### src/rtl/gpr_wb_queue_if.sv
`default_nettype none
// ============================================================================
// Module      : gpr_wb_queue_if
// Description : Producer, retirement and bypass signals of the gpr writeback
//               queue, grouped for connection between the queue and its users.
// Revision    : 1.0 - initial release
// ============================================================================
interface gpr_wb_queue_if #(
    parameter int DEPTH = 4,
    parameter int AW    = 5,
    parameter int DW    = 32
);
    localparam int c_CW = $clog2(DEPTH) + 1;

    logic            in_valid;
    logic            in_ready;
    logic [AW-1:0]   in_rd;
    logic [DW-1:0]   in_data;
    logic            wb_hold;
    logic            regwrite;
    logic [AW-1:0]   rd;
    logic [DW-1:0]   wdata;
    logic [AW-1:0]   rs1;
    logic [AW-1:0]   rs2;
    logic            byp1_hit;
    logic            byp2_hit;
    logic [DW-1:0]   byp1_data;
    logic [DW-1:0]   byp2_data;
    logic [c_CW-1:0] count;

    modport slave (
        input  in_valid, in_rd, in_data, wb_hold, rs1, rs2,
        output in_ready, regwrite, rd, wdata,
               byp1_hit, byp2_hit, byp1_data, byp2_data, count
    );

    modport master (
        output in_valid, in_rd, in_data, wb_hold, rs1, rs2,
        input  in_ready, regwrite, rd, wdata,
               byp1_hit, byp2_hit, byp1_data, byp2_data, count
    );
endinterface
`default_nettype wire

### src/rtl/gpr_wb_queue.sv
`default_nettype none
// ============================================================================
// Module      : gpr_wb_queue
// Description : In-order writeback queue feeding the gpr write port, with
//               newest-entry bypass for two read indices.
// Revision    : 1.0 - initial release
// ============================================================================
module gpr_wb_queue #(
    parameter int DEPTH = 4,
    parameter int AW    = 5,
    parameter int DW    = 32
) (
    input  wire logic     clk,
    input  wire logic     reset,
    gpr_wb_queue_if.slave bus
);
    localparam int              c_PW   = $clog2(DEPTH);
    localparam int              c_CW   = c_PW + 1;
    localparam logic [c_CW-1:0] c_FULL = c_CW'(DEPTH);

    logic [AW-1:0]   r_rd   [DEPTH];
    logic [DW-1:0]   r_data [DEPTH];
    logic [c_PW-1:0] r_head;
    logic [c_PW-1:0] r_tail;
    logic [c_CW-1:0] r_count;

    logic            w_nempty;
    logic            w_push;
    logic            w_pop;
    logic [c_PW-1:0] w_idx  [DEPTH];
    logic            w_live [DEPTH];
    logic            w_h1;
    logic            w_h2;
    logic [DW-1:0]   w_d1;
    logic [DW-1:0]   w_d2;

    assign w_nempty     = (r_count != '0);
    assign bus.in_ready = (r_count != c_FULL);
    assign bus.regwrite = w_nempty && !bus.wb_hold;
    assign bus.rd       = w_nempty ? r_rd[r_head]   : '0;
    assign bus.wdata    = w_nempty ? r_data[r_head] : '0;
    assign bus.count    = r_count;

    // r0 writes complete the handshake but are never stored
    assign w_push = bus.in_valid && bus.in_ready && (bus.in_rd != '0);
    assign w_pop  = bus.regwrite;

    always_ff @(posedge clk or negedge reset) begin
        if (!reset) begin
            r_head  <= '0;
            r_tail  <= '0;
            r_count <= '0;
        end else begin
            if (w_push) r_tail <= r_tail + 1'b1;
            if (w_pop)  r_head <= r_head + 1'b1;
            case ({w_push, w_pop})
                2'b10:   r_count <= r_count + 1'b1;
                2'b01:   r_count <= r_count - 1'b1;
                default: r_count <= r_count;
            endcase
        end
    end

    // Payload needs no reset: reads are qualified by count
    always_ff @(posedge clk) begin
        if (w_push) begin
            r_rd[r_tail]   <= bus.in_rd;
            r_data[r_tail] <= bus.in_data;
        end
    end

    // Slot k is the k-th oldest entry; pointer wrap is free for power-of-two DEPTH
    for (genvar k = 0; k < DEPTH; k++) begin : g_age
        assign w_idx[k]  = r_head + c_PW'(k);
        assign w_live[k] = (c_CW'(k) < r_count);
    end

    always_comb begin
        w_h1 = 1'b0;
        w_h2 = 1'b0;
        w_d1 = '0;
        w_d2 = '0;
        // Oldest to newest so the newest match overrides
        for (int k = 0; k < DEPTH; k++) begin
            if (w_live[k] && (bus.rs1 != '0) && (r_rd[w_idx[k]] == bus.rs1)) begin
                w_h1 = 1'b1;
                w_d1 = r_data[w_idx[k]];
            end
            if (w_live[k] && (bus.rs2 != '0) && (r_rd[w_idx[k]] == bus.rs2)) begin
                w_h2 = 1'b1;
                w_d2 = r_data[w_idx[k]];
            end
        end
    end

    assign bus.byp1_hit  = w_h1;
    assign bus.byp2_hit  = w_h2;
    assign bus.byp1_data = w_d1;
    assign bus.byp2_data = w_d2;
endmodule
`default_nettype wire

### src/flat_wrapper.sv
// flat-port wrapper written by rule: the top's interface ports become plain ports
module gpr_wb_queue_flat 
#(
    parameter int DEPTH = 4,
    parameter int AW    = 5,
    parameter int DW    = 32
)
  (clk, reset, bus_in_valid, bus_in_rd, bus_in_data, bus_wb_hold, bus_rs1, bus_rs2, bus_in_ready, bus_regwrite, bus_rd, bus_wdata, bus_byp1_hit, bus_byp2_hit, bus_byp1_data, bus_byp2_data, bus_count);
  gpr_wb_queue_if #(.DEPTH(DEPTH), .AW(AW), .DW(DW)) bus_i ();
  input  wire logic clk;
  input  wire logic reset;
  input wire logic [$bits(bus_i.in_valid)-1:0] bus_in_valid;
  input wire logic [$bits(bus_i.in_rd)-1:0] bus_in_rd;
  input wire logic [$bits(bus_i.in_data)-1:0] bus_in_data;
  input wire logic [$bits(bus_i.wb_hold)-1:0] bus_wb_hold;
  input wire logic [$bits(bus_i.rs1)-1:0] bus_rs1;
  input wire logic [$bits(bus_i.rs2)-1:0] bus_rs2;
  output wire logic [$bits(bus_i.in_ready)-1:0] bus_in_ready;
  output wire logic [$bits(bus_i.regwrite)-1:0] bus_regwrite;
  output wire logic [$bits(bus_i.rd)-1:0] bus_rd;
  output wire logic [$bits(bus_i.wdata)-1:0] bus_wdata;
  output wire logic [$bits(bus_i.byp1_hit)-1:0] bus_byp1_hit;
  output wire logic [$bits(bus_i.byp2_hit)-1:0] bus_byp2_hit;
  output wire logic [$bits(bus_i.byp1_data)-1:0] bus_byp1_data;
  output wire logic [$bits(bus_i.byp2_data)-1:0] bus_byp2_data;
  output wire logic [$bits(bus_i.count)-1:0] bus_count;
  assign bus_i.in_valid = bus_in_valid;
  assign bus_i.in_rd = bus_in_rd;
  assign bus_i.in_data = bus_in_data;
  assign bus_i.wb_hold = bus_wb_hold;
  assign bus_i.rs1 = bus_rs1;
  assign bus_i.rs2 = bus_rs2;
  assign bus_in_ready = bus_i.in_ready;
  assign bus_regwrite = bus_i.regwrite;
  assign bus_rd = bus_i.rd;
  assign bus_wdata = bus_i.wdata;
  assign bus_byp1_hit = bus_i.byp1_hit;
  assign bus_byp2_hit = bus_i.byp2_hit;
  assign bus_byp1_data = bus_i.byp1_data;
  assign bus_byp2_data = bus_i.byp2_data;
  assign bus_count = bus_i.count;
  gpr_wb_queue #(.DEPTH(DEPTH), .AW(AW), .DW(DW)) u_core (.clk(clk), .reset(reset), .bus(bus_i));
endmodule
### config.mk
export PLATFORM = sky130hd
export DESIGN_NAME = gpr_wb_queue_flat
export DESIGN_NICKNAME = d
export VERILOG_FILES = /design/src/rtl/gpr_wb_queue_if.sv /design/src/rtl/gpr_wb_queue.sv /design/src/flat_wrapper.sv
export SDC_FILE = /design/constraint.sdc
export NUM_CORES = 1
export LEC_CHECK = 0
export ABC_AREA = 1
export BUFFER_PORTS_ARGS = -buffer_cell sky130_fd_sc_hd__buf_2
export CORE_ASPECT_RATIO = 1.25
export CORE_MARGIN = 3
export CORE_UTILIZATION = 40
export CTS_BUF_LIST = sky130_fd_sc_hd__clkbuf_8
export CTS_CLUSTER_SIZE = 10
export DETAILED_ROUTE_END_ITERATION = 8
export PLACE_DENSITY_LB_ADDON = 0.05
export SLEW_MARGIN = 20
export SYNTH_ARGS = -nofsm -noshare
export SYNTH_HDL_FRONTEND = slang
export SYNTH_SLANG_ARGS = --single-unit
### constraint.sdc
create_clock -name clk -period 3.5 [get_ports clk]
set_clock_uncertainty 0.1 [all_clocks]
set_input_delay 0.35 -clock clk [delete_from_list [all_inputs] [get_ports clk]]
set_output_delay 0.35 -clock clk [all_outputs]
set_load 0.02 [all_outputs]
==> results.py, run 1 <==
metrics = {
    "logic_synthesis": {
        "ys_seq_elements": 155,
        "synth-simple-area-share_pct": 37.9,
        "synth_xor_area_share_pct": 0.859,
        "synth_compound_gate_area_share_pct": 11.5,
        "synth_top_cell_area_share_pct": 36.3,
        "post_synthesis_share_of_cell_area_spent_on_full_adders_half_adders_and_majority_gates_pct": 0.921,
        "post_synthesis_mux_area_share_pct": 0,
        "synth_warn": 0,
        "dominant_combinational_cell_family_by_area_after_synthesis": "simple AND/OR/NAND/NOR gates",
        "average_footprint_of_a_synthesized_cell_um2": 6.51,
        "netlist_area_um2": 12200,
        "synth_cell_types": 29,
        "postSynthCellCount": 1879,
        "synth_area_leader_cell": "sky130_fd_sc_hd__edfxtp_1",
        "top_area_cells_in_the_synthesized_netlist": "sky130_fd_sc_hd__edfxtp_1, sky130_fd_sc_hd__nand2_1, sky130_fd_sc_hd__o21ai_0",
        "syn_nets": 1939,
        "synth_sequential_area_ratio_pct": 37.8,
    },
    "timing": {
        "slew-limit-headroom_pct": 51.1,
        "setup_slack_ps": 121,
        "final_max_slew_viol_count": 0,
        "tightestPinTransition_ps": 733,
        "setup_total_negative_slack_ps": 0,
        "worst_hold_slack_ps": 38.6,
        "timing.final.hold_violations": 0,
        "setup_repair_after_global_routing_missed_its_margin": "true",
        "achievable-frequency_mhz": 296,
        "post-route-period-util_pct": 96.5,
        "final-setup-viol-count": 0,
        "finalWorstPathRequiredPeriod_ps": 3380,
    },
    "placed_design": {
        "gp_congestion": 0.910,
        "placement.setup.worst_slack_ps": 322,
        "buffer_ports.inserted": 158,
        "dp_hpwl_um": 26600,
    },
    "global_routing": {
        "grt_max_degree": 109,
        "grt_usage_pct": 24.2,
        "grt_antenna_before_repair": 1,
        "grt_first_pass_wirelength_um": 62600,
        "grt_pass1_vias": 11400,
        "globalRoute.totalOverflow": 0,
    },
    "pwr": {
        "total_leakage_power_nw": 6.81,
        "combinationalPowerShare_pct": 71.8,
        "power_switching_mw": 8.25,
        "power.share.clock_pct": 9.9,
        "pwr_density_cell_nw_per_um2": 994,
        "seqPwrFrac_pct": 18.3,
        "cell_internal_pwr_mw": 6.07,
        "netSwitchingFraction_pct": 57.6,
        "vdd_ir_drop_max_mv": 0.677,
    },
    "status": {
        "status": "complete, no violations",
    },
    "layout": {
        "post_route_cells_drive_above_1_share_pct": 14.1,
        "fin_nets": 2079,
        "antenna-diode-count": 0,
        "area_growth_pct": 17.8,
        "multi_input_comb_area_um2": 6410,
        "layout.area.seq_um2": 4630,
        "n_fill_cell": 3035,
        "final_core_utilization_pct": 48.5,
    },
    "critical_path": {
        "rr_endpoint": "u_core.bus.count[2]",
        "timing.critical_path.max_delay_family": "simple AND/OR/NAND/NOR gates",
        "regToRegStartpoint": "u_core.bus.count[0]",
        "reg2reg_depth": 10,
        "cp_cell_sequence": "buf_4 -> buf_6 -> nand2_1 -> nand2_1 -> nand2_1 -> nand2_1 -> nor2_1 -> nor2_1 -> nand3_4 -> buf_16 -> nor2_1 -> nor2_1 -> nand2_1 -> nand2_1 -> buf_2",
        "critical_path_buf_inv_count": 4,
        "cp_common_cell": "sky130_fd_sc_hd__nand2_1",
        "crit_fanout": 33,
        "critPathArrivalTime_ps": 2930,
        "timing.setup.critical_path_class": "flip-flop to output port",
        "crit_slowest_cell": "sky130_fd_sc_hd__dfrtp_4",
        "start_kind": "flip-flop",
        "required_ps": 3050,
        "reg2reg_setup_slack_ps": 1090,
        "end_kind": "output port",
        "max_stage_delay_ps": 500,
    },
    "die": {
        "die_area_um2": 32700,
        "coreArea_um2": 29700,
        "fp.dieH_um": 202,
        "row_count": 70,
        "fp.dieW_um": 162,
        "boundary_pin_count": 159,
        "initial_utilization_pct": 41.2,
    },
    "clock_network": {
        "cts_root_buf": "sky130_fd_sc_hd__clkbuf_8",
        "tritoncts_buffer_count": 17,
        "htree_levels": 4,
        "worst_skew_pair.late_latency_ps": 470,
        "tritoncts": "built",
        "clock_path_buffers": 2,
        "clk_pin_slew_worst_paths_ps": 90,
        "clock-sinks": 155,
    },
    "hold_path": {
        "hold_path.class": "primary input to flip-flop",
        "holdCritStartpoint": "bus_in_rd[1]",
        "holdPathEnd": "u_core.r_rd[0][1]",
        "hold_path_depth": 1,
    },
    "route": {
        "initialDrtViolationCount": 1109,
        "detail_route.wl_per_cell_um": 17.4,
        "detail_route.wirelength_um": 42200,
        "vias_per_cell": 5.23,
        "number_of_nets_with_antenna_violations_after_routing": 0,
        "total_via_count_after_detailed_routing": 12700,
        "route.detailed.drc": 0,
        "first_pass_iters": 5,
    },
    "run": {
        "max_cap_violations": 0,
    },
}
## flip-flops by register name, summed over array words and instances (netlist names)
| register | count |
|---|---|
| u_core.r_data | 128 |
| u_core.r_rd | 20 |
| u_core.bus.count | 3 |
| u_core.r_head | 2 |
| u_core.r_tail | 2 |
## synth_stat cells, drive strengths merged
| cell type | n |
|---|---|
| nand2 | 661 |
| buf | 94 |
| or2 | 3 |
| nor2b | 2 |
| inv | 165 |
| or3 | 1 |
| dfrtp | 7 |
| nand4 | 66 |
| xnor2 | 2 |
| ha | 9 |
| clkbuf | 35 |
| nor2 | 271 |
| nand3 | 126 |
| edfxtp | 148 |
| o21ai | 274 |
| xor2 | 10 |
| a21oi | 4 |
| o311ai | 1 |
## layout by cell type (no fill, tap or decap), types with 3 or more instances in the layout
master / netlist / layout
sky130_fd_sc_hd__a21oi_1: 4 / 4
sky130_fd_sc_hd__buf_8: 0 / 3
sky130_fd_sc_hd__buf_2: 53 / 157
sky130_fd_sc_hd__nand3_1: 122 / 119
sky130_fd_sc_hd__buf_12: 0 / 11
sky130_fd_sc_hd__nor2_4: 2 / 12
sky130_fd_sc_hd__nor2_1: 264 / 255
sky130_fd_sc_hd__dlygate4sd3_1: 0 / 32
sky130_fd_sc_hd__nand3_4: 0 / 3
sky130_fd_sc_hd__o21ai_0: 216 / 214
sky130_fd_sc_hd__o21ai_1: 57 / 55
sky130_fd_sc_hd__nand4_1: 66 / 66
sky130_fd_sc_hd__xor2_1: 10 / 10
sky130_fd_sc_hd__clkbuf_16: 0 / 3
sky130_fd_sc_hd__buf_6: 15 / 10
sky130_fd_sc_hd__clkbuf_8: 0 / 17
sky130_fd_sc_hd__dfrtp_1: 7 / 5
sky130_fd_sc_hd__buf_4: 17 / 30
sky130_fd_sc_hd__nand2_2: 2 / 3
sky130_fd_sc_hd__bufinv_16: 0 / 3
sky130_fd_sc_hd__nor2_2: 5 / 4
sky130_fd_sc_hd__o21ai_2: 1 / 4
sky130_fd_sc_hd__ha_1: 9 / 9
sky130_fd_sc_hd__clkinv_2: 0 / 5
sky130_fd_sc_hd__clkinvlp_4: 0 / 4
sky130_fd_sc_hd__inv_1: 163 / 164
sky130_fd_sc_hd__nand3_2: 4 / 4
sky130_fd_sc_hd__edfxtp_1: 148 / 148
sky130_fd_sc_hd__nand2_1: 659 / 657
## cell type report
| cell class | count | area share [%] |
|---|---|---|
| Multi-Input combinational cell | 1431 | 44.5 |
| Inverter | 165 | 4.35 |
| Sequential cell | 155 | 32.1 |
| Clock inverter | 15 | 1.12 |
| Clock buffer | 17 | 1.62 |
| Timing Repair Buffer | 249 | 12.8 |
| Tap cell | 396 | 3.44 |
## metrics by stage
stage	cell area (µm²)	cells	power (mW)
global route	14400	2428	15.5
CTS	14100	2412	13.9
global placement	13300	2347	12.3
detailed placement	13300	2347	12.4
finish	14400	2428	14.3
floorplan	12200	1879	9.41
## cells by family (layout without fill, tap and decap cells)
group | Yosys count | after routing
xor+xnor | 12 | 12
buf+inv | 294 | 446
flops | 155 | 155
compound gates | 279 | 279
simple gates | 1130 | 1131
fa+ha+maj | 9 | 9
## worst register-to-register path, cell delays in order (launching register included)
cell and delay [ps]:
sky130_fd_sc_hd__dfrtp_1 450, sky130_fd_sc_hd__inv_1 140, sky130_fd_sc_hd__ha_1 180, sky130_fd_sc_hd__nand2_1 70, sky130_fd_sc_hd__inv_2 360, sky130_fd_sc_hd__nor2_1 220, sky130_fd_sc_hd__ha_1 390, sky130_fd_sc_hd__nor2_1 110
sky130_fd_sc_hd__o21ai_0 100, sky130_fd_sc_hd__xor2_1 150, sky130_fd_sc_hd__inv_1 50
## worst max path at each step
stage	start	endpoint	slack (ps)	cells past startpoint
after floorplan	u_core.bus.count[0]	u_core.r_data[0][0]	80	5
after global placement	u_core.r_head[0]	bus_byp1_data[16]	360	12
after detailed placement	u_core.r_head[0]	bus_byp2_data[21]	320	12
after CTS	u_core.r_head[0]	bus_byp2_data[17]	2	12
after global routing	u_core.r_head[0]	bus_byp1_data[10]	-20	13
final	u_core.r_head[0]	bus_byp2_data[17]	120	15
## power groups by stage
stage	Clock (mW)	Sequential (mW)	Combinational [mW]
after floorplan	0	2.62	6.79
after global placement	0	2.69	9.64
after detailed placement	0	2.69	9.70
after CTS	1.45	2.63	9.82
after global routing	1.53	2.65	11.3
final	1.42	2.62	10.3
## routing by layer
metal	up-vias	GRT usage, %	part of all wire, %
li1	6357	-	-
met1	5839	32.0	43
met2	435	40.7	48
met3	72	3.19	6.0
met4	2	8.29	2.5
met5	-	0	0.031
## what timing repair did
action | in CTS | in global routing
gates resized for setup | 4 | 42
hold buffers | 32 | 0
pin swaps | 0 | 1
cloned | 0 | 5
endpoints found under the hold margin | 131 | 0
endpoints found under the setup margin | 66 | 67
setup buffers | 1 | 11
Power figures use the tool's default switching activity.
==> run 2, diff against run 1 <==
ABC_AREA = 0   (was 1)
CAP_MARGIN = 20   (was default)
==> results.py, run 2 <==
metrics = {
    "status": {
        "status": "finished with violations",
        "failing_checks": "setup timing",
    },
    "global_routing": {
        "globalRoute.totalOverflow": 0,
        "grt_max_degree": 130,
        "grt_first_pass_wirelength_um": 53100,
        "grt_antenna_before_repair": 0,
        "grt_usage_pct": 23.1,
        "grt_pass1_vias": 9332,
    },
    "route": {
        "route.detailed.drc": 0,
        "total_via_count_after_detailed_routing": 9735,
        "initialDrtViolationCount": 616,
        "vias_per_cell": 5.66,
        "number_of_nets_with_antenna_violations_after_routing": 0,
        "detail_route.wirelength_um": 37700,
        "first_pass_iters": 5,
        "detail_route.wl_per_cell_um": 22.0,
    },
    "critical_path": {
        "worstSetupEndpoint": "bus_byp2_data[10]",
        "critical_path.startpoint": "u_core.r_head[1]",
        "max_stage_delay_ps": 520,
        "end_kind": "output port",
        "reg2reg_setup_slack_ps": 700,
        "crit_fanout": 8,
        "cp_cell_sequence": "buf_6 -> mux2_2 -> xnor2_2 -> nor4_2 -> mux2i_1 -> nor4b_4 -> buf_6 -> or3b_4 -> buf_12 -> o221ai_1 -> buf_4",
        "regToRegStartpoint": "u_core.bus.count[0]",
        "reg2reg_depth": 7,
        "timing.setup.critical_path_class": "flip-flop to output port",
        "cp_common_cell": "sky130_fd_sc_hd__buf_6",
        "critical_path_cell_count": 11,
        "timing.critical_path.max_delay_family": "multiplexers",
        "required_ps": 3050,
        "start_kind": "flip-flop",
        "rr_endpoint": "u_core.r_data[0][20]",
        "crit_slowest_cell": "sky130_fd_sc_hd__dfrtp_4",
        "critPathArrivalTime_ps": 3350,
        "critical_path_buf_inv_count": 4,
    },
    "logic_synthesis": {
        "top_area_cells_in_the_synthesized_netlist": "sky130_fd_sc_hd__edfxtp_1, sky130_fd_sc_hd__mux2i_1, sky130_fd_sc_hd__mux2_2",
        "postSynth.asyncResetShare_pct": 4.52,
        "synth_cell_types": 54,
        "synth_area_leader_cell": "sky130_fd_sc_hd__edfxtp_1",
        "netlist_area_um2": 11100,
        "synth_top_cell_area_share_pct": 39.9,
        "synth_sequential_area_ratio_pct": 41.5,
        "synth_most_common_cell": "sky130_fd_sc_hd__edfxtp_1",
        "ys_seq_elements": 155,
        "synth_flop_cell": "sky130_fd_sc_hd__edfxtp_1",
        "synth-edff-count": 148,
        "synth_warn": 0,
        "average_footprint_of_a_synthesized_cell_um2": 9.81,
        "syn_nets": 1195,
        "postSynthCellCount": 1135,
        "synth_commonest_cells": "sky130_fd_sc_hd__edfxtp_1, sky130_fd_sc_hd__mux2i_1, sky130_fd_sc_hd__nand2_1",
    },
    "clock_network": {
        "clk_pin_slew_worst_paths_ps": 90,
        "htree_levels": 4,
        "clock_path_buffers": 2,
        "tritoncts": "built",
        "worst_skew_pair.late_latency_ps": 460,
        "clock-sinks": 155,
        "tritoncts_buffer_count": 17,
        "cts_root_buf": "sky130_fd_sc_hd__clkbuf_8",
    },
    "layout": {
        "area_growth_pct": 37.0,
        "number_of_flip_flops_under_the_largest_register_name": 128,
        "registers.top_by_ff_count": "u_core.r_data",
        "mostFrequentLayoutCell": "sky130_fd_sc_hd__edfxtp_1",
        "fin_cells": 1719,
        "fin_nets": 1421,
        "antenna-diode-count": 0,
        "post_route_cells_drive_above_1_share_pct": 35.3,
        "most-common-layout-cells": "sky130_fd_sc_hd__edfxtp_1, sky130_fd_sc_hd__nand2_1, sky130_fd_sc_hd__mux2i_1, sky130_fd_sc_hd__buf_4, sky130_fd_sc_hd__buf_2",
    },
    "timing": {
        "finalWorstPathRequiredPeriod_ps": 3800,
        "final_max_slew_viol_count": 0,
        "worst_hold_slack_ps": 40.1,
        "setup_repair_after_global_routing_missed_its_margin": "true",
        "tightestPinTransition_ps": 748,
        "setup_slack_ps": -295,
        "slew-limit-headroom_pct": 50.2,
        "post-route-period-util_pct": 108,
        "achievable-frequency_mhz": 263,
        "final-setup-viol-count": 66,
        "timing.final.hold_violations": 0,
    },
    "die": {
        "coreArea_um2": 27100,
        "die_area_um2": 29900,
        "row_count": 67,
        "boundary_pin_count": 159,
        "fp.dieW_um": 155,
        "initial_utilization_pct": 41.1,
        "fp.dieH_um": 193,
    },
    "pwr": {
        "total_leakage_power_nw": 6.17,
        "vdd_ir_drop_max_mv": 0.421,
        "total_power_mw": 13.5,
        "pwr_density_cell_nw_per_um2": 888,
    },
    "hold_path": {
        "hold_path.class": "primary input to flip-flop",
    },
    "placed_design": {
        "dp_hpwl_um": 22900,
        "dp.cells": 1602,
        "buffer_ports.inserted": 158,
        "gp_congestion": 0.866,
    },
    "run": {
        "max_cap_violations": 0,
    },
}
-- run 2: changes by cell type after synthesis, moves of 63 or more --
cell / previous run / this run
sky130_fd_sc_hd__nand4_1: 66 / 3
sky130_fd_sc_hd__nand3_1: 122 / 2
sky130_fd_sc_hd__o21ai_0: 216 / 39
sky130_fd_sc_hd__nand2_1: 659 / 110
sky130_fd_sc_hd__a21oi_1: 4 / 93
sky130_fd_sc_hd__inv_1: 163 / 6
sky130_fd_sc_hd__nor2_1: 264 / 52
sky130_fd_sc_hd__mux2i_1: 0 / 123
-- run 2: worst min-delay path by stage --
stage	start	end	slack [ps]	depth (start not counted)
floorplan	reset	u_core.bus.count[0]	-50	0
global placement	reset	u_core.bus.count[2]	110	1
detailed placement	reset	u_core.bus.count[2]	110	1
CTS	bus_in_data[19]	u_core.r_data[2][19]	4	1
global route	bus_in_data[25]	u_core.r_data[3][25]	4	1
finish	bus_in_data[25]	u_core.r_data[3][25]	40	1
-- run 2: per-stage QoR --
step                TNS, ps  util, %  area [µm²]  worst slack [ps]
CTS                  -14720     51.7       14000              -325
floorplan                 0        -       11100               538
detailed placement    -17.5     46.4       12600             -17.5
global placement          0     46.4       12600              92.9
global route         -20040     56.3       15200              -424
finish               -11340     56.3       15200              -295
-- run 2: area by class of cell --
class                      count  area, µm²
fill                        2362      11800
clock buffer                  17        234
inverter                       7       52.6
multi-input combinational    872       6850
timing repair buffer         308       2910
clock inverter                15        140
tap                          345        432
sequential                   155       4630
-- run 2: report_power, final --
| part | switching, mW | internal (mW) | leakage, nW |
|---|---|---|---|
| clock | 0.725 | 0.574 | 0.184 |
| sequential | 0.209 | 2.45 | 1.44 |
| combinational | 5.62 | 3.96 | 4.55 |
-- run 2: routing by layer --
metal | up-vias | share of wire (%) | global-route usage [%]
met5 | - | 0 | 0
met4 | 0 | 2.6 | 6.40
met3 | 51 | 5.8 | 3.79
met2 | 334 | 50 | 40.2
met1 | 4724 | 42 | 29.7
li1 | 4626 | - | -
-- run 2: timing repair --
item,CTS,global route
pin swaps,22,74
hold buffers,30,1
setup endpoints to repair,74,66
resized for setup,95,185
buffers inserted,23,19
gates cloned,5,11
hold endpoints to repair,123,3
-- run 2: kinds of logic (layout without fill, tap and decap cells) --
| family | Yosys count | count (layout) | synth area share (%) |
|---|---|---|---|
| simple gates | 376 | 376 | 17.3 |
| flops | 155 | 155 | 41.5 |
| buf+inv | 108 | 347 | 4.41 |
| compound gates | 263 | 263 | 14.9 |
| xor+xnor | 47 | 47 | 3.70 |
| fa+ha+maj | 9 | 9 | 1.01 |
| mux | 177 | 177 | 17.2 |
